[config.mk]
export PLATFORM = sky130hd
export DESIGN_NAME = hyper_lsab_dram_multi
export DESIGN_NICKNAME = d
export VERILOG_FILES = /design/src/rtl/hyper_lsab_dram_multi.sv
export SDC_FILE = /design/constraint.sdc
export NUM_CORES = 1
export LEC_CHECK = 0
export BUFFER_PORTS_ARGS = -buffer_cell sky130_fd_sc_hd__buf_4
export CAP_MARGIN = 20
export CELL_PAD_IN_SITES_DETAIL_PLACEMENT = 0
export CELL_PAD_IN_SITES_GLOBAL_PLACEMENT = 1
export CORE_ASPECT_RATIO = 0.6
export CORE_MARGIN = 1
export CORE_UTILIZATION = 43
export DETAILED_ROUTE_END_ITERATION = 12
export PLACE_DENSITY = 0.89
export SLEW_MARGIN = 20
export SYNTH_ARGS = -nofsm -noshare
export SYNTH_HDL_FRONTEND = slang
export SYNTH_SLANG_ARGS = --single-unit
[constraint.sdc]
create_clock -name CLK -period 4.3 [get_ports CLK]
set_input_delay 0.215 -clock CLK [delete_from_list [all_inputs] [get_ports CLK]]
set_output_delay 0.215 -clock CLK [all_outputs]
set_load 0.005 [all_outputs]
[src/rtl/hyper_lsab_dram_multi.sv]
// hyper_lsab_dram_multi: DRAM-side LSAB block command sequencer with multi-channel
// MCU alignment and optional page-boundary auto split.
module hyper_lsab_dram_multi #(
   parameter int ADDR_W = 32,
   parameter int PAGE_W = 12,
   parameter int LEN_W  = 6,
   parameter int SECT_W = 2,
   parameter int N_DRAM = 2,
   parameter int DSEL_W = 1
)(
   input  logic                     CLK,
   input  logic                     RST,
   input  logic                     GO,
   input  logic [LEN_W-1:0]         BLOCK_LENGTH,
   input  logic [ADDR_W-1:0]        NEW_ADDR,
   input  logic [SECT_W-1:0]        NEW_SECTION,
   input  logic [DSEL_W-1:0]        NEW_DRAM,
   input  logic                     AUTO_SPLIT,
   output logic [ADDR_W-1:0]        OLD_ADDR,
   output logic                     READY,
   output logic                     ENDOF_PAGE,
   output logic [LEN_W-1:0]         COUNT_SENT,
   output logic [PAGE_W-1:0]        BLCK_START,
   output logic [LEN_W-1:0]         BLCK_COUNT_REQ,
   output logic                     BLCK_ISSUE,
   output logic [SECT_W-1:0]        BLCK_SECTION,
   input  logic [LEN_W-1:0]         BLCK_COUNT_SENT,
   input  logic                     BLCK_WORKING,
   output logic [ADDR_W-PAGE_W-1:0] MCU_PAGE_ADDR,
   output logic [N_DRAM-1:0]        MCU_REQUEST_ALIGN,
   input  logic [N_DRAM-1:0]        MCU_GRANT_ALIGN
);
   localparam int PW1 = PAGE_W + 1;
   localparam int PG_W = ADDR_W - PAGE_W;
   localparam logic [PAGE_W:0] PAGE_SZ = {1'b1, {PAGE_W{1'b0}}};
   typedef enum logic [2:0] {IDLE, LOAD, CALC, ALIGN, WAIT, NEXT, FINISH} state_t;
   state_t state, state_n;
   logic [ADDR_W-1:0] addr_l;
   logic [LEN_W-1:0]  len_l, remaining, total, req_len, rem_next;
   logic [SECT_W-1:0] sect_l;
   logic [DSEL_W-1:0] dram_l;
   logic [PAGE_W:0]   end_w;
   logic              split_l, prev_working, at_end_r, done, at_end_w, grant_ok;
   assign READY = state == IDLE;
   always_comb begin
      end_w    = {1'b0, BLCK_START} + PW1'(remaining);
      req_len  = end_w > PAGE_SZ ? LEN_W'(PAGE_SZ - {1'b0, BLCK_START}) : remaining;
      done     = prev_working && !BLCK_WORKING;
      at_end_w = (BLCK_COUNT_SENT == BLCK_COUNT_REQ) &&
                 ({1'b0, BLCK_START} + PW1'(BLCK_COUNT_REQ) == PAGE_SZ);
      rem_next = remaining - BLCK_COUNT_SENT;
      grant_ok = MCU_GRANT_ALIGN[dram_l] && !BLCK_WORKING && !prev_working;
   end
   always_comb begin
      state_n = state;
      case (state)
         IDLE:    state_n = GO ? LOAD : IDLE;
         LOAD:    state_n = len_l == '0 ? FINISH : CALC;
         CALC:    state_n = ALIGN;
         ALIGN:   state_n = grant_ok ? WAIT : ALIGN;
         WAIT:    state_n = !done ? WAIT :
                            (split_l && at_end_w && rem_next != '0) ? NEXT : FINISH;
         NEXT:    state_n = CALC;
         FINISH:  state_n = IDLE;
         default: state_n = IDLE;
      endcase
   end
   always_ff @(posedge CLK or posedge RST) begin
      if (RST) state <= IDLE;
      else     state <= state_n;
   end
   always_ff @(posedge CLK or posedge RST) begin
      if (RST) begin
         addr_l            <= '0;
         len_l             <= '0;
         sect_l            <= '0;
         dram_l            <= '0;
         split_l           <= 1'b0;
         remaining         <= '0;
         total             <= '0;
         at_end_r          <= 1'b0;
         prev_working      <= 1'b0;
         OLD_ADDR          <= '0;
         ENDOF_PAGE        <= 1'b0;
         COUNT_SENT        <= '0;
         BLCK_START        <= '0;
         BLCK_COUNT_REQ    <= '0;
         BLCK_ISSUE        <= 1'b0;
         BLCK_SECTION      <= '0;
         MCU_PAGE_ADDR     <= '0;
         MCU_REQUEST_ALIGN <= '0;
      end else begin
         prev_working <= BLCK_WORKING;
         BLCK_ISSUE   <= state == ALIGN && grant_ok;
         case (state)
            IDLE: if (GO) begin
               addr_l  <= NEW_ADDR;
               len_l   <= BLOCK_LENGTH;
               sect_l  <= NEW_SECTION;
               dram_l  <= NEW_DRAM;
               split_l <= AUTO_SPLIT;
            end
            LOAD: begin
               MCU_PAGE_ADDR <= addr_l[ADDR_W-1:PAGE_W];
               BLCK_START    <= addr_l[PAGE_W-1:0];
               BLCK_SECTION  <= sect_l;
               remaining     <= len_l;
               total         <= '0;
               at_end_r      <= 1'b0;
            end
            CALC: begin
               BLCK_COUNT_REQ    <= req_len;
               MCU_REQUEST_ALIGN <= N_DRAM'(1) << dram_l;
            end
            WAIT: if (done) begin
               total             <= total + BLCK_COUNT_SENT;
               remaining         <= rem_next;
               at_end_r          <= at_end_w;
               MCU_REQUEST_ALIGN <= '0;
            end
            // request drops only for the NEXT cycle before the following chunk
            NEXT: begin
               MCU_PAGE_ADDR     <= MCU_PAGE_ADDR + PG_W'(1);
               BLCK_START        <= '0;
               MCU_REQUEST_ALIGN <= N_DRAM'(1) << dram_l;
            end
            FINISH: begin
               OLD_ADDR          <= addr_l + ADDR_W'(total);
               COUNT_SENT        <= total;
               ENDOF_PAGE        <= at_end_r;
               MCU_REQUEST_ALIGN <= '0;
            end
            default: ;
         endcase
      end
   end
endmodule

==> impl_metrics.yaml, run 1 <==
floorplan:
  core_area_um2: 18100
  die_height_um: 107
  ioPinCount: 137
  die_x_um: 178
  start_util_pct: 44.0
  die_area_um2: 19100
  row_count: 38
place:
  dp_hpwl_um: 16200
  gp_congestion: 0.892
  io_buffers: 136
critical_path:
  startpoint_type: "flop"
  crit_required_ns: 4.61
  path_class: "flop to flop"
  crit_path_end_kind: "flop"
  arrival_ns: 3.41
  cp_max_fo: 12
global_routing:
  grt_max_degree: 103
  grt_pass1_vias: 6109
  overflow: 0
  grt_usage_pct: 23.9
  grt_pass1_wl_um: 34500
  antenna_found_initial: 0
timing:
  fin_hold_ws_ns: -0.0448
  finalSetupTns_ns: 0
  maxSlewViolCount: 0
  fin_skew_ns: 0.0101
  hold_viol_final: 20
  fin_crit_ns: 3.10
  relSlewSlack_pct: 31.8
  clock.fmax_ghz: 0.322
  post-route-period-util_pct: 72.1
  worst_slew_pin_slew_ns: 1.02
  final-setup-viol-count: 0
  rsz0062_at_grt: "false"
route:
  drc: 0
  wl_per_cell_um: 18.1
  vias_per_cell: 5.59
  drtAntennaViolNets: 0
  num_vias: 6769
  first_pass_iters: 5
  routed_wl_um: 21900
  drt-initial-drc-count: 628
synthesis:
  avgSynthCellArea_um2: 9.52
  synth_top_family_by_area: "compound AO/OA/AOI/OAI gates"
  netlist_area_um2: 7950
  ys_ff_latch: 141
  synth_xor_area_share_pct: 5.40
  synth_compound_area_share_pct: 17.4
  synth_edf_count: 0
  async_flop_share_pct: 100
  synth_warnings: 0
  ys_seq_area_share_pct: 44.4
  synth-main-ff-cell: "dfrtp_1"
  synth_cell_types: 62
  synthSimpleGateAreaFrac_pct: 15.9
  synth_fa_ha_area_share_pct: 5.98
  synthCells: 835
  syn-num-nets: 924
  synth_mux_area_share_pct: 7.27
layout:
  nFillCells: 1617
  final_cell_mix: "buf_4, dfrtp_1, nand2_1, o21ai_0, a21oi_1"
  areaGrowthSynthToFinish_pct: 23.0
  drive_gt1_share_pct: 24.5
  diodes: 0
  multi_input_area_um2: 4140
  seq_area_um2: 3530
  nets: 1047
  layout_commonest_cell: "buf_4"
clock_tree:
  htree_levels: 4
  clk_pin_slew_worst_paths_ns: 0.06
  clk_latency_ns: 0.42
  cts-root-buf: "clkbuf_16"
  cts.sinks: 141
  clk_path_buf_depth: 2
  cts_buffers: 17
  cts_tree: "done"
  cts-resized-gates: 0
run_status:
  violations: "hold timing"
  status: "finished with violations"
power:
  p_leak_nw: 4.38
  finalPower_mw: 7.14
  p_per_area_nw_per_um2: 730
  vdd_drop_max_uv: 348
hold_path:
  hp-class: "input port to async pin"
flow_run:
  maxCapViolCount: 0
==> metrics by stage <==
stage               hold slack [ns]  instance area, um2  instances  setup slack (ns)  utilization (%)
floorplan                     0.246                7950        835             0.304                -
global placement              0.345                9170       1178              1.36             50.8
detailed placement            0.345                9170       1178              1.28             50.8
CTS                         0.00149                9780       1211              1.24             54.1
global route                0.00792                9780       1211             0.938             54.1
finish                      -0.0448                9780       1211              1.20             54.1
==> where the power goes <==
part / leakage (nW) / internal (mW) / total, mW / switching (mW)
logic: 2.34 / 1.45 / 2.91 / 1.46
registers: 1.75 / 1.91 / 2.75 / 0.840
clock network: 0.292 / 0.863 / 1.48 / 0.612
==> synthesized netlist by cell type (all sizes together), types with 4 or more instances <==
library cell	n	area share, %
a2111oi	5	1.6
a211oi	11	1.1
a21o	5	0.47
a21oi	51	3.2
a22oi	7	0.66
and2	5	0.39
and3	12	1.0
and4	4	0.44
buf	11	0.60
clkbuf	28	1.3
dfrtp	141	44
fa	5	1.3
ha	30	4.7
inv	37	1.7
mux2	46	6.5
mux2i	6	0.76
nand2	117	5.5
nand3	42	2.9
nand4	12	0.94
nor2	46	2.2
nor2b	8	0.63
nor3	7	0.44
nor4	4	0.31
o211ai	5	0.47
o21a	6	0.57
o21ai	82	5.2
o22ai	8	0.63
o31ai	8	0.76
xnor2	32	3.5
xor2	17	1.9
==> per-layer routing <==
metal  global-route usage (%)  part of all wire, %  wire (um)
met3                     6.74                  9.1       1990
met2                     29.7                   38       8330
met1                     39.2                   52      11400
met5                        0                    0          0
met4                     5.43                 0.67        146
==> critical path: stages (launching register included) <==
cell and delay (ns):
dfrtp_1 0.49, inv_1 0.13, fa_1 0.48, nor2b_1 0.22
o31a_1 0.23, o21ai_0 0.14, nor4b_1 0.17, o2111ai_1 0.83
nand3_1 0.18, o311ai_1 0.14
==> worst paths after layout <==
check	start	endpoint	slack, ns	cells past startpoint
min in group CLK	NEW_ADDR[21]	addr_l[21]	0.01	3
worst min-delay path	RST	dram_l	-0.04	2
worst max-delay path	BLCK_START[1]	BLCK_COUNT_REQ[0]	1.20	9
worst min register to register	sect_l[0]	BLCK_SECTION[0]	0.47	2
max in group asynchronous	RST	addr_l[25]	3.25	3
worst max register to register	BLCK_START[1]	BLCK_COUNT_REQ[0]	1.20	9
==> flip-flops by register name, summed over array words and instances, names as in the netlist, 3 cells and up <==
name            cells
state               3
COUNT_SENT          6
OLD_ADDR           32
BLCK_START         12
BLCK_COUNT_REQ      6
len_l               6
MCU_PAGE_ADDR      20
addr_l             32
total               6
remaining           6
==> final cells by class <==
class	count	area share [%]
multi-input cells	618	42.3
flip-flops and latches	141	36.1
repair buffers	143	11.0
clock buffers	17	4.35
well taps	240	3.07
clock inverters	15	1.70
inverters	37	1.47
==> timing repair <==
item | 4_1_cts | 5_1_grt
hold endpoints to repair | 1 | 0
setup endpoints to repair | 0 | 0
buffers inserted | 0 | 0
hold buffers | 1 | 0
==> logic make-up after synthesis <==
kind of cell    count (synthesis)
compound gates                213
flops                         141
xor+xnor                       49
buf+inv                        76
fa+ha+maj                      35
mux                            52
simple gates                  269
No activity file was read; power rests on OpenSTA's default activity.
==> run 2: changes to the inputs <==
--- a/config.mk
+++ b/config.mk
@@ -5,15 +5,16 @@
 export SDC_FILE = /design/constraint.sdc
 export NUM_CORES = 1
 export LEC_CHECK = 0
+export ABC_AREA = 1
 export BUFFER_PORTS_ARGS = -buffer_cell sky130_fd_sc_hd__buf_4
 export CAP_MARGIN = 20
 export CELL_PAD_IN_SITES_DETAIL_PLACEMENT = 0
 export CELL_PAD_IN_SITES_GLOBAL_PLACEMENT = 1
 export CORE_ASPECT_RATIO = 0.6
 export CORE_MARGIN = 1
-export CORE_UTILIZATION = 43
+export CORE_UTILIZATION = 42
 export DETAILED_ROUTE_END_ITERATION = 12
-export PLACE_DENSITY = 0.89
+export PLACE_DENSITY = 0.9
 export SLEW_MARGIN = 20
 export SYNTH_ARGS = -nofsm -noshare
 export SYNTH_HDL_FRONTEND = slang
==> constraint.sdc (replaced) <==
create_clock -name CLK -period 3.19 [get_ports CLK]
set_input_delay 0.1595 -clock CLK [delete_from_list [all_inputs] [get_ports CLK]]
set_output_delay 0.1595 -clock CLK [all_outputs]
set_load 0.005 [all_outputs]
==> impl_metrics.yaml, run 2 <==
global_routing:
  grt_usage_pct: 25.7
  overflow: 0
  antenna_found_initial: 0
  grt_pass1_vias: 6955
  grt_pass1_wl_um: 38900
  grt_max_degree: 142
layout:
  drive_gt1_share_pct: 18.5
  stdcell_area_um2: 10600
  diodes: 0
  layout_commonest_cell: "nand2_1"
  nets: 1304
  reg_top3: "OLD_ADDR: 32 flops, addr_l: 32 flops, MCU_PAGE_ADDR: 20 flops"
  areaGrowthSynthToFinish_pct: 28.9
  final_cell_mix: "nand2_1, inv_1, buf_4, dfrtp_1, nor2_1"
route:
  drt-initial-drc-count: 656
  drc: 0
  num_vias: 7748
  drtAntennaViolNets: 0
  routed_wl_um: 25100
  first_pass_iters: 6
  vias_per_cell: 5.19
  wl_per_cell_um: 16.8
synthesis:
  ys_ff_latch: 141
  synth-main-ff-cell: "dfrtp_1"
  ys_seq_area_share_pct: 43.1
  synth.area.top_cells: "dfrtp_1, nand2_1, inv_1, ha_1, nand3_1"
  avgSynthCellArea_um2: 7.90
  synthCells: 1037
  yosysTopAreaCellShare_pct: 43.1
  synth_most_common_cell: "nand2_1"
  ys_top_cells_by_count: "nand2_1, inv_1, dfrtp_1, nor2_1, nand3_1"
  synth_cell_types: 48
  synth.largest_area_cell: "dfrtp_1"
  netlist_area_um2: 8190
  synth_warnings: 0
  syn-num-nets: 1126
  async_flop_share_pct: 100
  synth_edf_count: 0
timing:
  final-setup-viol-count: 0
  relSlewSlack_pct: 43.5
  clock.fmax_ghz: 0.400
  rsz0062_at_grt: "false"
  hold_viol_final: 27
  fin_skew_ns: 0.0128
  worst_slew_pin_slew_ns: 0.847
  post-route-period-util_pct: 78.3
  maxSlewViolCount: 0
  fin_hold_ws_ns: -0.0909
  fin_crit_ns: 2.50
  finalSetupTns_ns: 0
critical_path:
  startpoint_type: "flop"
  arrival_ns: 2.85
  path_class: "flop to flop"
  crit_path_end_kind: "flop"
  cp_max_fo: 7
  crit_required_ns: 3.54
place:
  io_buffers: 136
  place_area_um2: 9540
  dp_hpwl_um: 19000
  gp_congestion: 0.931
floorplan:
  die_area_um2: 20100
  row_count: 39
  ioPinCount: 137
  die_height_um: 110
  core_area_um2: 19100
  die_x_um: 182
  start_util_pct: 42.9
clock_tree:
  cts_buffers: 17
  clk_pin_slew_worst_paths_ns: 0.06
  cts-root-buf: "clkbuf_16"
  cts-resized-gates: 0
  htree_levels: 4
  cts_tree: "done"
  clk_path_buf_depth: 2
  cts.sinks: 141
  clk_latency_ns: 0.42
hold_path:
  hp-class: "input port to async pin"
power:
  vdd_drop_max_uv: 506
  p_per_area_nw_per_um2: 976
  p_leak_nw: 5.33
run_status:
  violations: "hold timing"
  status: "finished with violations"
flow_run:
  maxCapViolCount: 0
-- run 2: changes by cell type after synthesis, sizes merged, moves of 10 or more --
cell / change
nand2: +134
inv: +116
nor2: +54
nand3: +38
mux2: -34
o21ai: -25
xnor2: -24
o221ai: +14
clkbuf: -12
a211oi: -11
and3: -10
o22ai: +10
-- run 2: metrics by stage --
stage	util (%)	total power [mW]	instances	worst slack, ns
2_1_floorplan	-	6.05	1037	1.02
3_3_place_gp	50.0	7.88	1425	0.819
3_5_place_dp	50.0	7.96	1425	0.738
4_1_cts	55.4	10.2	1492	0.727
5_1_grt	55.4	11.1	1492	0.418
6_report	55.4	10.3	1492	0.692
-- run 2: final cells by class --
class                           instances  area (um2)
Tap cell                              266         333
Clock inverter                         10         188
Inverter                              153         578
Timing Repair Buffer                  181        1460
Clock buffer                           20         467
Multi-Input combinational cell        721        4000
Sequential cell                       141        3530
Fill cell                            1770        8520
-- run 2: cells by family after synthesis --
group                    after synthesis  share of synthesized area [%]
adder cells (fa/ha/maj)               35                           5.80
flip-flops                           141                           43.1
multiplexers                          12                           1.65
AND/OR/NAND/NOR                      472                           25.3
buffers and inverters                175                           8.14
AO/OA/AOI/OAI                        168                           12.4
XOR/XNOR                              34                           3.63
-- run 2: path summary, 6_finish.rpt --
path,end,cells past startpoint,slack (ns),from
min in group CLK,addr_l[18],3,0.01,NEW_ADDR[18]
max in group asynchronous,OLD_ADDR[2],3,2.62,RST
min,remaining[1],3,-0.09,RST
min reg2reg,OLD_ADDR[6],2,0.48,OLD_ADDR[6]
max reg2reg,BLCK_COUNT_REQ[3],15,0.69,BLCK_START[0]
max,BLCK_COUNT_REQ[3],15,0.69,BLCK_START[0]
-- run 2: worst max-delay path, cell delays in order, from the launching register on --
cell      delay (ns)
dfrtp_1         0.42
ha_1            0.22
inv_1           0.07
fa_1            0.38
inv_1           0.09
nand2_1         0.08
nand2_1         0.13
nand3_1         0.10
nand2_1         0.15
nand2_1         0.11
nor2_4          0.17
inv_1           0.06
o21bai_4        0.21
nand2_1         0.07
nand3_1         0.08
nand2_1         0.09
-- run 2: repair_timing --
action,CTS,global route
endpoints found under the hold margin,37,0
hold buffers,37,0
buffers inserted,0,0
-- run 2: where the power goes --
part / total (mW) / internal (mW) / switching, mW
combinational: 4.61 / 1.93 / 2.68
clock: 2.23 / 1.44 / 0.782
sequential: 3.47 / 2.59 / 0.878
total: 10.3 / 5.96 / 4.34
-- run 2: per-layer routing --
metal | part of all wire, % | global-route usage [%] | wire length (um) | vias up
li1 | - | - | - | 3758
met1 | 54 | 42.3 | 13600 | 3678
met2 | 37 | 32.4 | 9340 | 287
met3 | 7.7 | 5.98 | 1920 | 25
met4 | 0.95 | 5.46 | 239 | 0
met5 | 0 | 0 | 0 | -
==> run 3: changes to the inputs <==
--- a/config.mk
+++ b/config.mk
@@ -5,16 +5,16 @@
 export SDC_FILE = /design/constraint.sdc
 export NUM_CORES = 1
 export LEC_CHECK = 0
-export ABC_AREA = 1
+export ABC_AREA = 0
 export BUFFER_PORTS_ARGS = -buffer_cell sky130_fd_sc_hd__buf_4
 export CAP_MARGIN = 20
 export CELL_PAD_IN_SITES_DETAIL_PLACEMENT = 0
 export CELL_PAD_IN_SITES_GLOBAL_PLACEMENT = 1
 export CORE_ASPECT_RATIO = 0.6
 export CORE_MARGIN = 1
-export CORE_UTILIZATION = 42
+export CORE_UTILIZATION = 39
 export DETAILED_ROUTE_END_ITERATION = 12
-export PLACE_DENSITY = 0.9
+export PLACE_DENSITY = 0.85
 export SLEW_MARGIN = 20
 export SYNTH_ARGS = -nofsm -noshare
 export SYNTH_HDL_FRONTEND = slang
==> constraint.sdc (replaced) <==
create_clock -name CLK -period 2 [get_ports CLK]
set_input_delay 0.1 -clock CLK [delete_from_list [all_inputs] [get_ports CLK]]
set_output_delay 0.1 -clock CLK [all_outputs]
set_load 0.005 [all_outputs]
==> impl_metrics.yaml, run 3 (synthesis gave the netlist of run 1 again) <==
run_status:
  status: "finished with violations"
  violations: "setup timing"
route:
  first_pass_iters: 5
  routed_wl_um: 25700
  drt-initial-drc-count: 637
  vias_per_cell: 5.25
  drtAntennaViolNets: 0
  num_vias: 7438
  drc: 0
  wl_per_cell_um: 18.2
power:
  vdd_drop_max_uv: 741
  finalPower_mw: 17.7
  p_per_area_nw_per_um2: 1500
  p_leak_nw: 5.32
critical_path:
  reg2reg_depth: 8
  r2r_slack_ns: -0.51
  path_class: "flop to flop"
  crit_path_end_kind: "flop"
  critical_path.top_delay_family: "compound AO/OA/AOI/OAI gates"
  arrival_ns: 2.84
  critPathMaxStageDelay_ns: 0.42
  cpMaxStageDelayCell: "dfrtp_1"
  worstReg2RegEnd: "BLCK_COUNT_REQ[1]"
  crit_chain: "ha_1 > a211oi_1 > o311a_1 > nor4_1 > a211oi_2 > o2111ai_2 > buf_6 > o311ai_1"
  cp_max_fo: 6
  r2r_start: "BLCK_START[1]"
  critPathBufInv: 1
  startpoint_type: "flop"
  crit_required_ns: 2.33
timing:
  rsz0062_at_grt: "true"
  fin_hold_ws_ns: 0.109
  finalSetupTns_ns: -8.28
  maxSlewViolCount: 0
  post-route-period-util_pct: 125
  hold_viol_final: 0
  fin_skew_ns: 0.0104
  final-setup-viol-count: 31
  relSlewSlack_pct: 51.9
  fin_crit_ns: 2.51
  worst_slew_pin_slew_ns: 0.722
  layout_setup_ws_ns: -0.505
  clock.fmax_ghz: 0.399
layout:
  reg_top3: "OLD_ADDR: 32 flops, addr_l: 32 flops, MCU_PAGE_ADDR: 20 flops"
  fin_cells: 1416
  areaGrowthSynthToFinish_pct: 48.3
  final_cell_mix: "buf_4, dfrtp_1, nand2_1, o21ai_0"
  final_util_pct: 59.0
  nFillCells: 1679
  drive_gt1_share_pct: 37.7
  stdcell_area_um2: 11800
  layout_commonest_cell: "buf_4"
  nets: 1220
  diodes: 0
floorplan:
  start_util_pct: 39.8
  die_height_um: 113
  core_area_um2: 20000
  ioPinCount: 137
  row_count: 40
  die_x_um: 186
  die_area_um2: 21000
flow_run:
  maxCapViolCount: 0
hold_path:
  min_to: "total[5]"
  holdPathStages: 4
  hp-class: "input port to flop"
  worstHoldStart: "BLCK_COUNT_SENT[5]"
place:
  pre_cts_ws_ns: -0.487
  io_buffers: 136
  dp_hpwl_um: 18100
  gp_congestion: 0.931
  place_area_um2: 10200
  place_inst: 1323
global_routing:
  grt_pass1_vias: 7058
  grt_max_degree: 119
  grt_pass1_wl_um: 40400
  antenna_found_initial: 0
  overflow: 0
  grt_usage_pct: 24.9
clock_tree:
  cts.sinks: 141
  cts-root-buf: "clkbuf_16"
  clk_path_buf_depth: 2
  clk_pin_slew_worst_paths_ns: 0.06
  clk_latency_ns: 0.43
  cts_buffers: 17
  cts_tree: "done"
  htree_levels: 4
==> run 3: changes by cell type in the layout (fill, tap and decap cells not counted), moves of 31 or more <==
cell,delta
nand2_1,-128
inv_1,-117
buf_4,+113
nand3_1,-43
nor2_1,-43
mux2_2,+33
o21ai_1,+31
==> run 3: what timing repair did <==
item / in CTS / in global routing
resized for setup: 38 / 59
pin swaps: 29 / 40
hold buffers: 44 / 0
endpoints found under the setup margin: 36 / 47
setup buffers: 11 / 7
endpoints found under the hold margin: 184 / 0
cloned: 3 / 0
==> run 3: final cells by class <==
| class | instances | area (um2) | area share (%) |
|---|---|---|---|
| Tap cell | 273 | 342 | 2.90 |
| Timing Repair Buffer | 316 | 2610 | 22.2 |
| Inverter | 37 | 143 | 1.21 |
| Clock buffer | 21 | 470 | 3.99 |
| Sequential cell | 141 | 3530 | 30.0 |
| Clock inverter | 10 | 138 | 1.17 |
| Multi-Input combinational cell | 618 | 4550 | 38.6 |
==> run 3: worst max-delay path by stage <==
| stage | to | from | slack, ns | cells past startpoint |
|---|---|---|---|---|
| after global routing | BLCK_COUNT_REQ[2] | remaining[0] | -0.63 | 11 |
| after CTS | BLCK_COUNT_REQ[0] | remaining[0] | -0.44 | 10 |
| after detailed placement | BLCK_COUNT_REQ[0] | BLCK_START[0] | -0.49 | 10 |
| final | BLCK_COUNT_REQ[1] | BLCK_START[1] | -0.51 | 8 |
| after floorplan | BLCK_COUNT_REQ[0] | BLCK_START[0] | -0.32 | 11 |
| after global placement | BLCK_COUNT_REQ[0] | remaining[3] | -0.37 | 8 |
==> run 3: tightest hold or removal path: cells and delay by family <==
kind,cells,cell delay (ns)
AOI/OAI and AO/OA,1,0.14
buffers and inverters,1,0.12
xor gates and xnor gates,1,0.09
and+or+nand+nor,1,0.05
==> run 3: power breakdown <==
group	total, mW	internal [mW]	switching [mW]
clock network	3.32	2.05	1.27
logic	8.91	4.57	4.34
registers	5.42	4.11	1.31
total	17.7	10.7	6.92
==> run 3: layer usage <==
layer	part of all wire (%)	global-route usage, %	vias to the layer above
li1	-	-	3561
met1	51	39.1	3583
met2	40	33.3	274
met3	8.3	6.69	20
met4	0.79	5.40	0
met5	0	0	-
